==> config.mk <==
export PLATFORM = sky130hd
export DESIGN_NAME = partition_cut_scorer
export DESIGN_NICKNAME = d
export VERILOG_FILES = /design/src/rtl/forge_pkg.sv /design/src/rtl/partition_cut_scorer_tri_pair_counter.sv /design/src/rtl/partition_cut_scorer.sv
export SDC_FILE = /design/constraint.sdc
export NUM_CORES = 1
export LEC_CHECK = 0
export ABC_AREA = 1
export CAP_MARGIN = 20
export CORE_ASPECT_RATIO = 0.9
export CORE_MARGIN = 10
export CORE_UTILIZATION = 45
export DETAILED_ROUTE_END_ITERATION = 16
export PLACE_DENSITY = 0.75
export SLEW_MARGIN = 25
export SYNTH_ARGS = -nofsm -noshare
export SYNTH_HDL_FRONTEND = slang
export SYNTH_SLANG_ARGS = --single-unit
==> constraint.sdc <==
create_clock -name clk -period 2.66 [get_ports clk]
set_input_delay 0.665 -clock clk [delete_from_list [all_inputs] [get_ports clk]]
set_output_delay 0.665 -clock clk [all_outputs]
set_load 0.03 [all_outputs]
==> src/rtl/forge_pkg.sv <==
// Shared definitions for the forge configurator and its neighbouring stages.
// Holds the scorer FSM encoding, the return-phase tag and the common width defaults.
package forge_pkg;

  localparam int LABEL_W_DEFAULT = 8;
  localparam int ACC_W_DEFAULT   = 32;

  localparam logic [2:0] ST_IDLE   = 3'd0;
  localparam logic [2:0] ST_COUNT  = 3'd1;
  localparam logic [2:0] ST_SCAN   = 3'd2;
  localparam logic [2:0] ST_DRAIN  = 3'd3;
  localparam logic [2:0] ST_RESULT = 3'd4;

  typedef enum logic {
    PH_COUNT = 1'b0,
    PH_SCAN  = 1'b1
  } phase_t;

endpackage

==> src/rtl/partition_cut_scorer_tri_pair_counter.sv <==
// Walks (i,j) over the strict upper triangle in row-major order; holds on the last pair.
// clear loads the first pair (0,1); reset parks the counter at (0,0).
module tri_pair_counter #(
  parameter  int NUM_NODES = 256,
  localparam int AW        = $clog2(NUM_NODES)
) (
  input  logic          clk,
  input  logic          rst_n,
  input  logic          clear,
  input  logic          advance,
  output logic [AW-1:0] i,
  output logic [AW-1:0] j,
  output logic          first,
  output logic          last
);

  logic row_end;

  assign row_end = j == AW'(NUM_NODES - 1);
  assign first   = (i == '0) && (j == AW'(1));
  assign last    = (i == AW'(NUM_NODES - 2)) && row_end;

  // Row wrap goes from (i,N-1) to (i+1,i+2); never reached on the final row.
  always_ff @(posedge clk or negedge rst_n) begin
    if (!rst_n) begin
      i <= '0;
      j <= '0;
    end else if (clear) begin
      i <= '0;
      j <= AW'(1);
    end else if (advance && !last) begin
      if (row_end) begin
        i <= i + AW'(1);
        j <= i + AW'(2);
      end else begin
        j <= j + AW'(1);
      end
    end
  end

endmodule

==> src/rtl/partition_cut_scorer.sv <==
// Scores a partition: cut weight, internal weight and non-zero label count,
// reading labels and adjacency weights through single-cycle-latency read ports.
//
// state     | meaning
// ----------+-----------------------------------------------------------
// ST_IDLE   | waiting for start; accumulators hold the previous result
// ST_COUNT  | one label read per node, n = 0..N-1
// ST_SCAN   | one (i,j) pair per cycle over the upper triangle
// ST_DRAIN  | absorbs the return of the final pair
// ST_RESULT | res_valid high until res_ready
module partition_cut_scorer
  import forge_pkg::*;
#(
  parameter  int NUM_NODES = 256,
  parameter  int PRECISION = 16,
  parameter  int LABEL_W   = LABEL_W_DEFAULT,
  parameter  int ACC_W     = ACC_W_DEFAULT,
  localparam int AW        = $clog2(NUM_NODES)
) (
  input  logic                 clk,
  input  logic                 rst_n,
  input  logic                 start,
  output logic                 busy,
  output logic                 adj_rd_en,
  output logic [AW-1:0]        adj_row,
  output logic [AW-1:0]        adj_col,
  input  logic [PRECISION-1:0] adj_rd_data,
  output logic                 part_rd_en,
  output logic [AW-1:0]        part_addr_a,
  output logic [AW-1:0]        part_addr_b,
  input  logic [LABEL_W-1:0]   part_data_a,
  input  logic [LABEL_W-1:0]   part_data_b,
  output logic                 res_valid,
  input  logic                 res_ready,
  output logic [ACC_W-1:0]     cut_weight,
  output logic [ACC_W-1:0]     internal_weight,
  output logic [AW:0]          part1_count,
  output logic                 saturated
);

  if (NUM_NODES < 2) begin : g_bad_nodes
    $error("partition_cut_scorer: NUM_NODES must be >= 2");
  end
  if (ACC_W < PRECISION) begin : g_bad_acc
    $error("partition_cut_scorer: ACC_W must be >= PRECISION");
  end

  logic [2:0]      state;
  logic [AW-1:0]   node_cnt;
  logic [AW-1:0]   pc_i;
  logic [AW-1:0]   pc_j;
  logic            pc_first;
  logic            pc_last;
  logic            node_last;
  logic            start_ok;
  logic            ret_valid;
  phase_t          ret_phase;
  logic            labels_differ;
  logic [ACC_W-1:0] w_ext;
  logic [ACC_W:0]  cut_sum;
  logic [ACC_W:0]  int_sum;

  assign start_ok  = (state == ST_IDLE) && start;
  assign node_last = node_cnt == AW'(NUM_NODES - 1);

  tri_pair_counter #(.NUM_NODES(NUM_NODES)) u_pairs (
    .clk     (clk),
    .rst_n   (rst_n),
    .clear   ((state == ST_COUNT) && node_last),
    .advance (state == ST_SCAN),
    .i       (pc_i),
    .j       (pc_j),
    .first   (pc_first),
    .last    (pc_last)
  );

  assign busy       = (state == ST_COUNT) || (state == ST_SCAN) || (state == ST_DRAIN);
  assign res_valid  = state == ST_RESULT;
  assign adj_rd_en  = state == ST_SCAN;
  assign part_rd_en = (state == ST_COUNT) || (state == ST_SCAN);

  // The pair counter only moves during SCAN, so outside it the addresses hold.
  assign adj_row     = pc_i;
  assign adj_col     = pc_j;
  assign part_addr_a = (state == ST_COUNT) ? node_cnt : pc_i;
  assign part_addr_b = pc_j;

  always_ff @(posedge clk or negedge rst_n) begin
    if (!rst_n) begin
      state    <= ST_IDLE;
      node_cnt <= '0;
    end else begin
      case (state)
        ST_IDLE: begin
          if (start) begin
            state    <= ST_COUNT;
            node_cnt <= '0;
          end
        end
        ST_COUNT: begin
          if (node_last) state <= ST_SCAN;
          else           node_cnt <= node_cnt + AW'(1);
        end
        ST_SCAN:   if (pc_last) state <= ST_DRAIN;
        ST_DRAIN:  state <= ST_RESULT;
        ST_RESULT: if (res_ready) state <= ST_IDLE;
        default:   state <= ST_IDLE;
      endcase
    end
  end

  assign w_ext         = ACC_W'(adj_rd_data);
  assign labels_differ = part_data_a != part_data_b;
  assign cut_sum       = {1'b0, cut_weight} + {1'b0, w_ext};
  assign int_sum       = {1'b0, internal_weight} + {1'b0, w_ext};

  // Returns are dispatched purely by tag; the first pair being scanned is the
  // cycle in which the last label-count return lands.
  always_ff @(posedge clk or negedge rst_n) begin
    if (!rst_n) begin
      ret_valid       <= 1'b0;
      ret_phase       <= PH_COUNT;
      cut_weight      <= '0;
      internal_weight <= '0;
      part1_count     <= '0;
      saturated       <= 1'b0;
    end else begin
      ret_valid <= part_rd_en;
      ret_phase <= (adj_rd_en || pc_first && state == ST_SCAN) ? PH_SCAN : PH_COUNT;
      if (start_ok) begin
        cut_weight      <= '0;
        internal_weight <= '0;
        part1_count     <= '0;
        saturated       <= 1'b0;
      end else if (ret_valid) begin
        if (ret_phase == PH_COUNT) begin
          if (part_data_a != '0) part1_count <= part1_count + (AW+1)'(1);
        end else if (labels_differ) begin
          if (cut_sum[ACC_W]) begin
            cut_weight <= '1;
            saturated  <= 1'b1;
          end else begin
            cut_weight <= cut_sum[ACC_W-1:0];
          end
        end else begin
          if (int_sum[ACC_W]) begin
            internal_weight <= '1;
            saturated       <= 1'b1;
          end else begin
            internal_weight <= int_sum[ACC_W-1:0];
          end
        end
      end
    end
  end

endmodule

* Word-level counts from Yosys, hierarchy flattened
Index checks and enable logic that the tools add are counted.
** Word-level totals
- Bits in registers :: 103
- Input bits :: 36
- Output and inout port bits :: 110
- Word-level logic and storage cells :: 98
** Operators by class
- Add/sub/neg operators :: 7
- Eq/ne operators :: 17
- Muxes and demuxes :: 36
- Reduce and logical (&&, ||, !) cells :: 28
** Operators by type and width (number)
- $mux 32 :: 10
- $mux 8 :: 9
- $add 32x16->33 :: 2
- $mux 9 :: 4
- $add 8x1->8 const B :: 3
- $eq 8x8->1 const B :: 3
- $pmux 8 s2 :: 1
- $pmux 3 s5 :: 1
- $reduce_bool 2->1 :: 7
- $mux 3 :: 4
- $reduce_and 3->1 :: 4
- $ne 2x2->1 const B :: 5
- $add 9x1->9 const B :: 1
- $add 8x2->8 const B :: 1
- $eq 8x1->1 const B :: 1
- $logic_not 8->1 :: 1
- $ne 8x8->1 :: 1
- $reduce_and 4->1 :: 2
- $reduce_bool 8->1 :: 1
- $mux 1 :: 7
- $eq 3x2->1 const B :: 2
- $logic_and 1x1->1 :: 6
- $ne 2x1->1 const B :: 2
- $eq 3x1->1 const B :: 1
- 7 further kinds :: 9

* Depth between registers and ports, before layout
Gate-level depths: netlist (run 1).
- Word-level depth :: 6
- Gate-level depth with buffers :: 15

* Modules after synthesis
A second synthesis (run 1) with hierarchy kept.
** Unflattened totals
- Cells, all modules :: 1397
- Area total of the unflattened synthesis :: 8730.9 µm²
** By module, submodules not included
- partition_cut_scorer :: times used 1, cells each 1199, area each 7408.4 µm², sequential area each 2177.1 µm²
- tri_pair_counter :: times used 1, cells each 198, area each 1322.5 µm², sequential area each 400.4 µm²

* Worst setup path before layout (run 1)
Ideal clock, no wire load.
- Path type :: reg-to-output
- Start point :: register state[1]
- End point :: output port part_addr_a[1]
- Arrival time :: 1686 ps
- Data required time :: 1995 ps
- Path slack :: 309 ps
- Cell stages (with the launch flop) :: 4
- Path through :: dfrtp_1 -> nor3_4 -> clkinv_1 -> o21ai_0
** On the way
- Word-level cells in the longest chain between the ends :: 2
** RTL lines
- from (decl) :: line partition_cut_scorer.sv:48 : logic [2:0] state;
- from (signal assigned) :: line partition_cut_scorer.sv:90 : state <= ST_IDLE;
- from (signal assigned) :: line partition_cut_scorer.sv:96 : state <= ST_COUNT;
- from (signal assigned) :: line partition_cut_scorer.sv:101 : if (node_last) state <= ST_SCAN;
- $eq 3x1->1 :: line partition_cut_scorer.sv:85 : assign part_addr_a = (state == ST_COUNT) ? node_cnt : pc_i;
- $mux 8 :: line partition_cut_scorer.sv:85
- to (decl) :: line partition_cut_scorer.sv:29 : output logic [AW-1:0] part_addr_a,
No other way between the ends.

* Worst setup path in the final report (run 1)
- Start point :: register state[0]
- End point :: output port part_addr_a[7]
Same word-level chain as after synthesis.

==> results of run 1 <==
==> state kept, by name, indices dropped and copies added (netlist names) <==
name and cells:
part1_count 9, internal_weight 32, u_pairs.i 8, cut_weight 32, u_pairs.j 8, ret_valid 1, state 3, node_cnt 8
saturated 1, ret_phase 1
==> through the flow <==
stage	setup slack [ns]	cell area, sq um	setup TNS (ns)	total power, W
detailed placement	-0.2854	10900	-12.72	0.005186
finish	0.1008	11300	0	0.006535
global placement	-0.2301	10890	-10.15	0.005134
floorplan	0.3090	8553	0	0.003902
CTS	0.07437	11170	0	0.006516
global route	0.001562	11290	0	0.006992
==> logic make-up after synthesis <==
family | synth area share, %
AND/OR/NAND/NOR | 39.83
adder cells (fa/ha/maj) | 6.027
XOR/XNOR | 5.530
flip-flops | 30.13
AO/OA/AOI/OAI | 7.592
buffers and inverters | 10.88
==> worst max-delay path: cells and delay by family (launching register included) <==
| family | cells | cell delay, ns |
|---|---|---|
| compound gates | 1 | 0.26 |
| buf+inv | 3 | 0.54 |
| simple gates | 1 | 0.37 |
| flops | 1 | 0.36 |
==> where the power goes <==
part	switching (W)	leakage (nW)	total (W)	internal, W
registers	0.000231	1.41	0.00201	0.00178
clock network	0.000627	0.138	0.00131	0.000682
logic	0.00193	4.41	0.00321	0.00128
total	0.00279	5.96	0.00653	0.00375
==> how the worst min path moves through the flow <==
stage	from	end	cells past startpoint
final	rst_n	u_pairs.j[5]	1
after detailed placement	saturated	saturated	2
after global placement	saturated	saturated	2
after floorplan	rst_n	cut_weight[0]	0
after CTS	rst_n	u_pairs.i[6]	1
after global routing	rst_n	node_cnt[4]	1
==> area by class of cell <==
class | count | area (sq um) | share of cell area (%)
timing repair buffer | 244 | 2237 | 19.80
timing repair inverter | 1 | 7.507 | 0.06644
sequential | 103 | 2577 | 22.81
inverter | 195 | 740.7 | 6.555
tap | 245 | 306.5 | 2.713
antenna | 2 | 5.005 | 0.04429
multi-input combinational | 1007 | 5150 | 45.58
clock buffer | 12 | 256.5 | 2.270
clock inverter | 3 | 18.77 | 0.1661
==> repair_timing <==
item / 4_1_cts / 5_1_grt
pin swaps: 1 / 5
buffers inserted: 1 / 2
resized for setup: 7 / 40
gates cloned: 0 / 2
setup endpoints to repair: 9 / 39
==> layout by cell type, fill, tap and decap left out, types with 23 or more instances in the layout <==
cell type	instances
nand2_1	537
xor2_1	31
clkdlybuf4s50_1	133
dfrtp_1	103
ha_1	34
buf_4	98
nor2_1	71
o21ai_0	48
xnor2_1	23
inv_1	189
a21oi_1	28
nand3_1	96
nor3_1	26
==> routing by layer <==
| layer | vias up | GRT usage [%] | wire, microns |
|---|---|---|---|
| li1 | 4626 | - | - |
| met1 | 4183 | 28.04 | 11810 |
| met2 | 353 | 33.01 | 11830 |
| met3 | 23 | 6.079 | 2704 |
| met4 | 0 | 3.904 | 288 |
| met5 | - | 0 | 0 |
==> results.txt, run 1 <==
total CTS buffers = 9
nets@finish = 1637
status = finished, final reports clean
CP max stage cell = nor3_4
fraction of post-synthesis cell area in the top cell type by area = 30.13%
RSZ-0062 raised after global routing = no
critical path endpoint = part_addr_a[7]
largest net degree at the start of global routing = 40
fin. max-slew vios = 0
Hold Buf Count CTS = 0
yosys warns = 0
drt wl/cell = 14.70 microns
grt total ovfl = 0
clock slew at reported path FFs = 0.07 ns
headroom to the max-slew limit = 40.88%
slew at the pin closest to its max-slew limit = 0.8800 ns
Worst Setup SP = state[0]
gpl congestion = 0.9531
placed cell count = 1790
Synth area leaders = dfrtp_1 (30%), nand2_1 (24%), inv_1 (8.3%)
CTS H-Tree Depth = 3
cell chain of the critical path = inv_1 > nor3_4 > clkinvlp_4 > o21ai_0 > buf_4
Hold Worst Slack = 0.3038 ns
Mean Syn Cell Area = 6.412 sq um
initial antenna violation count = 2
Seq/Total Area, Yosys = 30.13%
I/O pins = 146
synthesized net count = 1410
skew final = 0.01189 ns
area leader, netlist = dfrtp_1
final design utilization = 61.00%
Rows = 47
fin crit share = 96.21%
CTS root buf = clkbuf_16
Final Instance Count excl. Fillers = 1812
cell count after synthesis = 1334
fillers = 1778
Tmin final = 2.559 ns
core area = 0.01852 sq mm
worst-path maximum fanout = 10
Synth top cells by count = nand2_1 (540), inv_1 (190), dfrtp_1 (103)
drt pass-1 iters = 5
max cap viols = 0
async set-reset flop share out of synthesis = 100.0%
vias in the first global route = 8531
Power Dens Cells = 578.3 mW/mm^2
initial DRC count = 515
EDFF count, synth = 0
Initial Utilization = 46.17%
FMAX = 0.3908 GHz
static leakage = 5.964 nW
CTS sink count = 103
Post-synth top flop = dfrtp_1
Vias = 9185
TritonCTS clock tree = yes
Critical Path RT = 2.00 ns
r2r endpoint = internal_weight[4]
CP Data Arrival Time = 1.89 ns
setup slack, reg-to-reg = 0.52 ns
Crit Path Class = reg2out
vias per inst = 5.069
Largest stage delay, worst path = 0.37 ns
Post-DP HPWL = 20330 microns
clk buf depth = 2
Port Buffer Count = 145
Die W = 165.3 microns
final setup violation count = 0
first-pass GRT wire length = 42490 microns
CP Capture Type = primary output
Post-DRT Antenna Nets = 0
Die Y = 150.8 microns
min-delay worst type = in2async
DR DRC count = 0
cell with the most instances after synthesis = nand2_1
worst skew pair latency = 0.36 ns
#FFs+latches synth = 103
Netlist Area Pre-Place = 0.008553 sq mm
total wire length = 26630 microns
DIE AREA = 0.02493 sq mm
worst r2r src = internal_weight[0]
Setup crit start kind = flip-flop
final hold vios = 0
highest ir drop seen on vdd = 0.0006257 V
layout cells sized above 1 = 12.08%
total track usage = 20.91%
Distinct cells, synth = 46
reg2reg path depth = 12
P&R area growth vs syn = 32.11%
(Power assumes the default switching activity.)
==> run 2: changes to the inputs <==
--- a/config.mk
+++ b/config.mk
@@ -10,6 +10,7 @@
 export CORE_ASPECT_RATIO = 0.9
 export CORE_MARGIN = 10
 export CORE_UTILIZATION = 45
+export CTS_CLUSTER_SIZE = 28
 export DETAILED_ROUTE_END_ITERATION = 16
 export PLACE_DENSITY = 0.75
 export SLEW_MARGIN = 25
==> results of run 2 <==
Final layout, timing and power as in run 1 (identical DEF).
==> run 3: changes to the inputs <==
==> constraint.sdc (replaced) <==
create_clock -name clk -period 3 [get_ports clk]
set_input_delay 0.75 -clock clk [delete_from_list [all_inputs] [get_ports clk]]
set_output_delay 0.75 -clock clk [all_outputs]
set_load 0.03 [all_outputs]
==> run 3 against run 2 <==
Compared with the run above: sequential cell count stayed put; die area is the same; worst setup slack better by 0.0028 ns; highest routed layer unchanged.
==> results.txt, run 3 (synthesis results as in run 1) <==
layout cells sized above 1 = 7.114%
Die Y = 150.8 microns
TNS Setup = 0 ns
Hold Worst Slack = 0.3832 ns
Initial Utilization = 46.17%
P&R area growth vs syn = 26.24%
TritonCTS clock tree = yes
CP Data Arrival Time = 2.15 ns
DIE AREA = 0.02493 sq mm
total track usage = 20.98%
final setup violation count = 0
nets@finish = 1575
met3 usage = 5.780%
drt pass-1 iters = 5
static leakage = 5.728 nW
setup slack, reg-to-reg = 0.69 ns
fin crit share = 96.55%
Area after DPL = 0.01043 sq mm
Crit Path Class = reg2out
fin. max-slew vios = 0
Tmin final = 2.896 ns
max cap viols = 0
final hold vios = 0
Placement Setup Slack = -0.1080 ns
met2 usage = 32.79%
vias in the first global route = 8433
clock slew at reported path FFs = 0.08 ns
final design utilization = 58.29%
Design Area, Final = 0.01080 sq mm
grt total ovfl = 0
FMAX = 0.3453 GHz
skew final = 0.01067 ns
worst skew pair latency = 0.36 ns
commonest cells after routing, fill and taps aside = nand2_1 (540), inv_1 (190), clkdlybuf4s50_1 (138), dfrtp_1 (103), nand3_1 (96)
Hold Buf Count CTS = 0
fillers = 1786
CP Capture Type = primary output
Die W = 165.3 microns
worst-path maximum fanout = 15
Post-DP HPWL = 19880 microns
Vias = 8775
CTS H-Tree Depth = 3
Setup crit start kind = flip-flop
initial antenna violation count = 2
Post-DRT Antenna Nets = 0
Critical Path RT = 2.25 ns
post-route setup slack = 0.1036 ns
CTS root buf = clkbuf_16
gr busiest metal = met2
met1 Track Usage GR = 28.41%
drt wl/cell = 14.62 microns
RSZ-0062 raised after global routing = no
Rows = 47
gpl congestion = 0.9595
core area = 0.01852 sq mm
headroom to the max-slew limit = 62.22%
status = finished, final reports clean
Power Dens Cells = 541.5 mW/mm^2
highest ir drop seen on vdd = 0.0004942 V
DR DRC count = 0
first-pass GRT wire length = 42520 microns
CTS sink count = 103
Port Buffer Count = 145
slew at the pin closest to its max-slew limit = 0.5667 ns
Regs by FF count = cut_weight (32), internal_weight (32), part1_count (9)
initial DRC count = 572
clk buf depth = 2
largest net degree at the start of global routing = 41
total CTS buffers = 9
most common cell after layout, fill and taps aside = nand2_1
min-delay worst type = in2async
total wire length = 25590 microns
vias per inst = 5.014
I/O pins = 146
==> run 3: layout make-up <==
class                   instances  area (sq um)  share of cell area [%]
repair buffers                184          1774                   16.43
clock inverters                 6         115.1                   1.066
inverters                     195         733.2                   6.790
multi-input cells            1006          5050                   46.77
diodes                          1         2.502                 0.02317
flip-flops and latches        103          2577                   23.87
well taps                     245         306.5                   2.839
clock buffers                  10         239.0                   2.213
==> run 3: where the power goes <==
| part | switching, W | internal [W] | total, W | leakage, nW |
|---|---|---|---|---|
| Combinational | 0.00163 | 0.000999 | 0.00263 | 4.14 |
| Sequential | 0.000215 | 0.00158 | 0.00179 | 1.41 |
| Clock | 0.000579 | 0.000844 | 0.00142 | 0.169 |
| Total | 0.00243 | 0.00342 | 0.00585 | 5.73 |
==> run 3: worst paths after layout <==
check,depth (start not counted),from,end
max,5,state[1],part_addr_a[3]
min,1,rst_n,u_pairs.j[3]
max reg2reg,12,internal_weight[0],internal_weight[11]
min reg2reg,2,saturated,saturated
max in group asynchronous,2,rst_n,part1_count[6]
min in group clk,2,saturated,saturated
==> run 3: critical path, stage by stage (launching register included) <==
cell and delay [ns]:
dfrtp_1 0.47, nor3_4 0.22, buf_4 0.21, nand2_1 0.07, o21ai_0 0.09, clkdlybuf4s50_1 0.71
==> run 3: per-stage QoR <==
step | total power [W] | std cells
after global placement | 0.004418 | 1733
after global routing | 0.006246 | 1749
after CTS | 0.005902 | 1749
final | 0.005848 | 1750
after detailed placement | 0.004450 | 1733
after floorplan | 0.003460 | 1334
==> run 3: layer usage <==
| metal | part of all wire, % | vias to the layer above |
|---|---|---|
| met1 | 46 | 4000 |
| met2 | 44 | 250 |
| li1 | - | 4504 |
| met5 | 0 | - |
| met3 | 8.7 | 21 |
| met4 | 0.90 | 0 |
==> run 3: repair_timing <==
action	in CTS	in global routing
resized for setup	2	4
setup endpoints to repair	2	4
buffers inserted	0	0
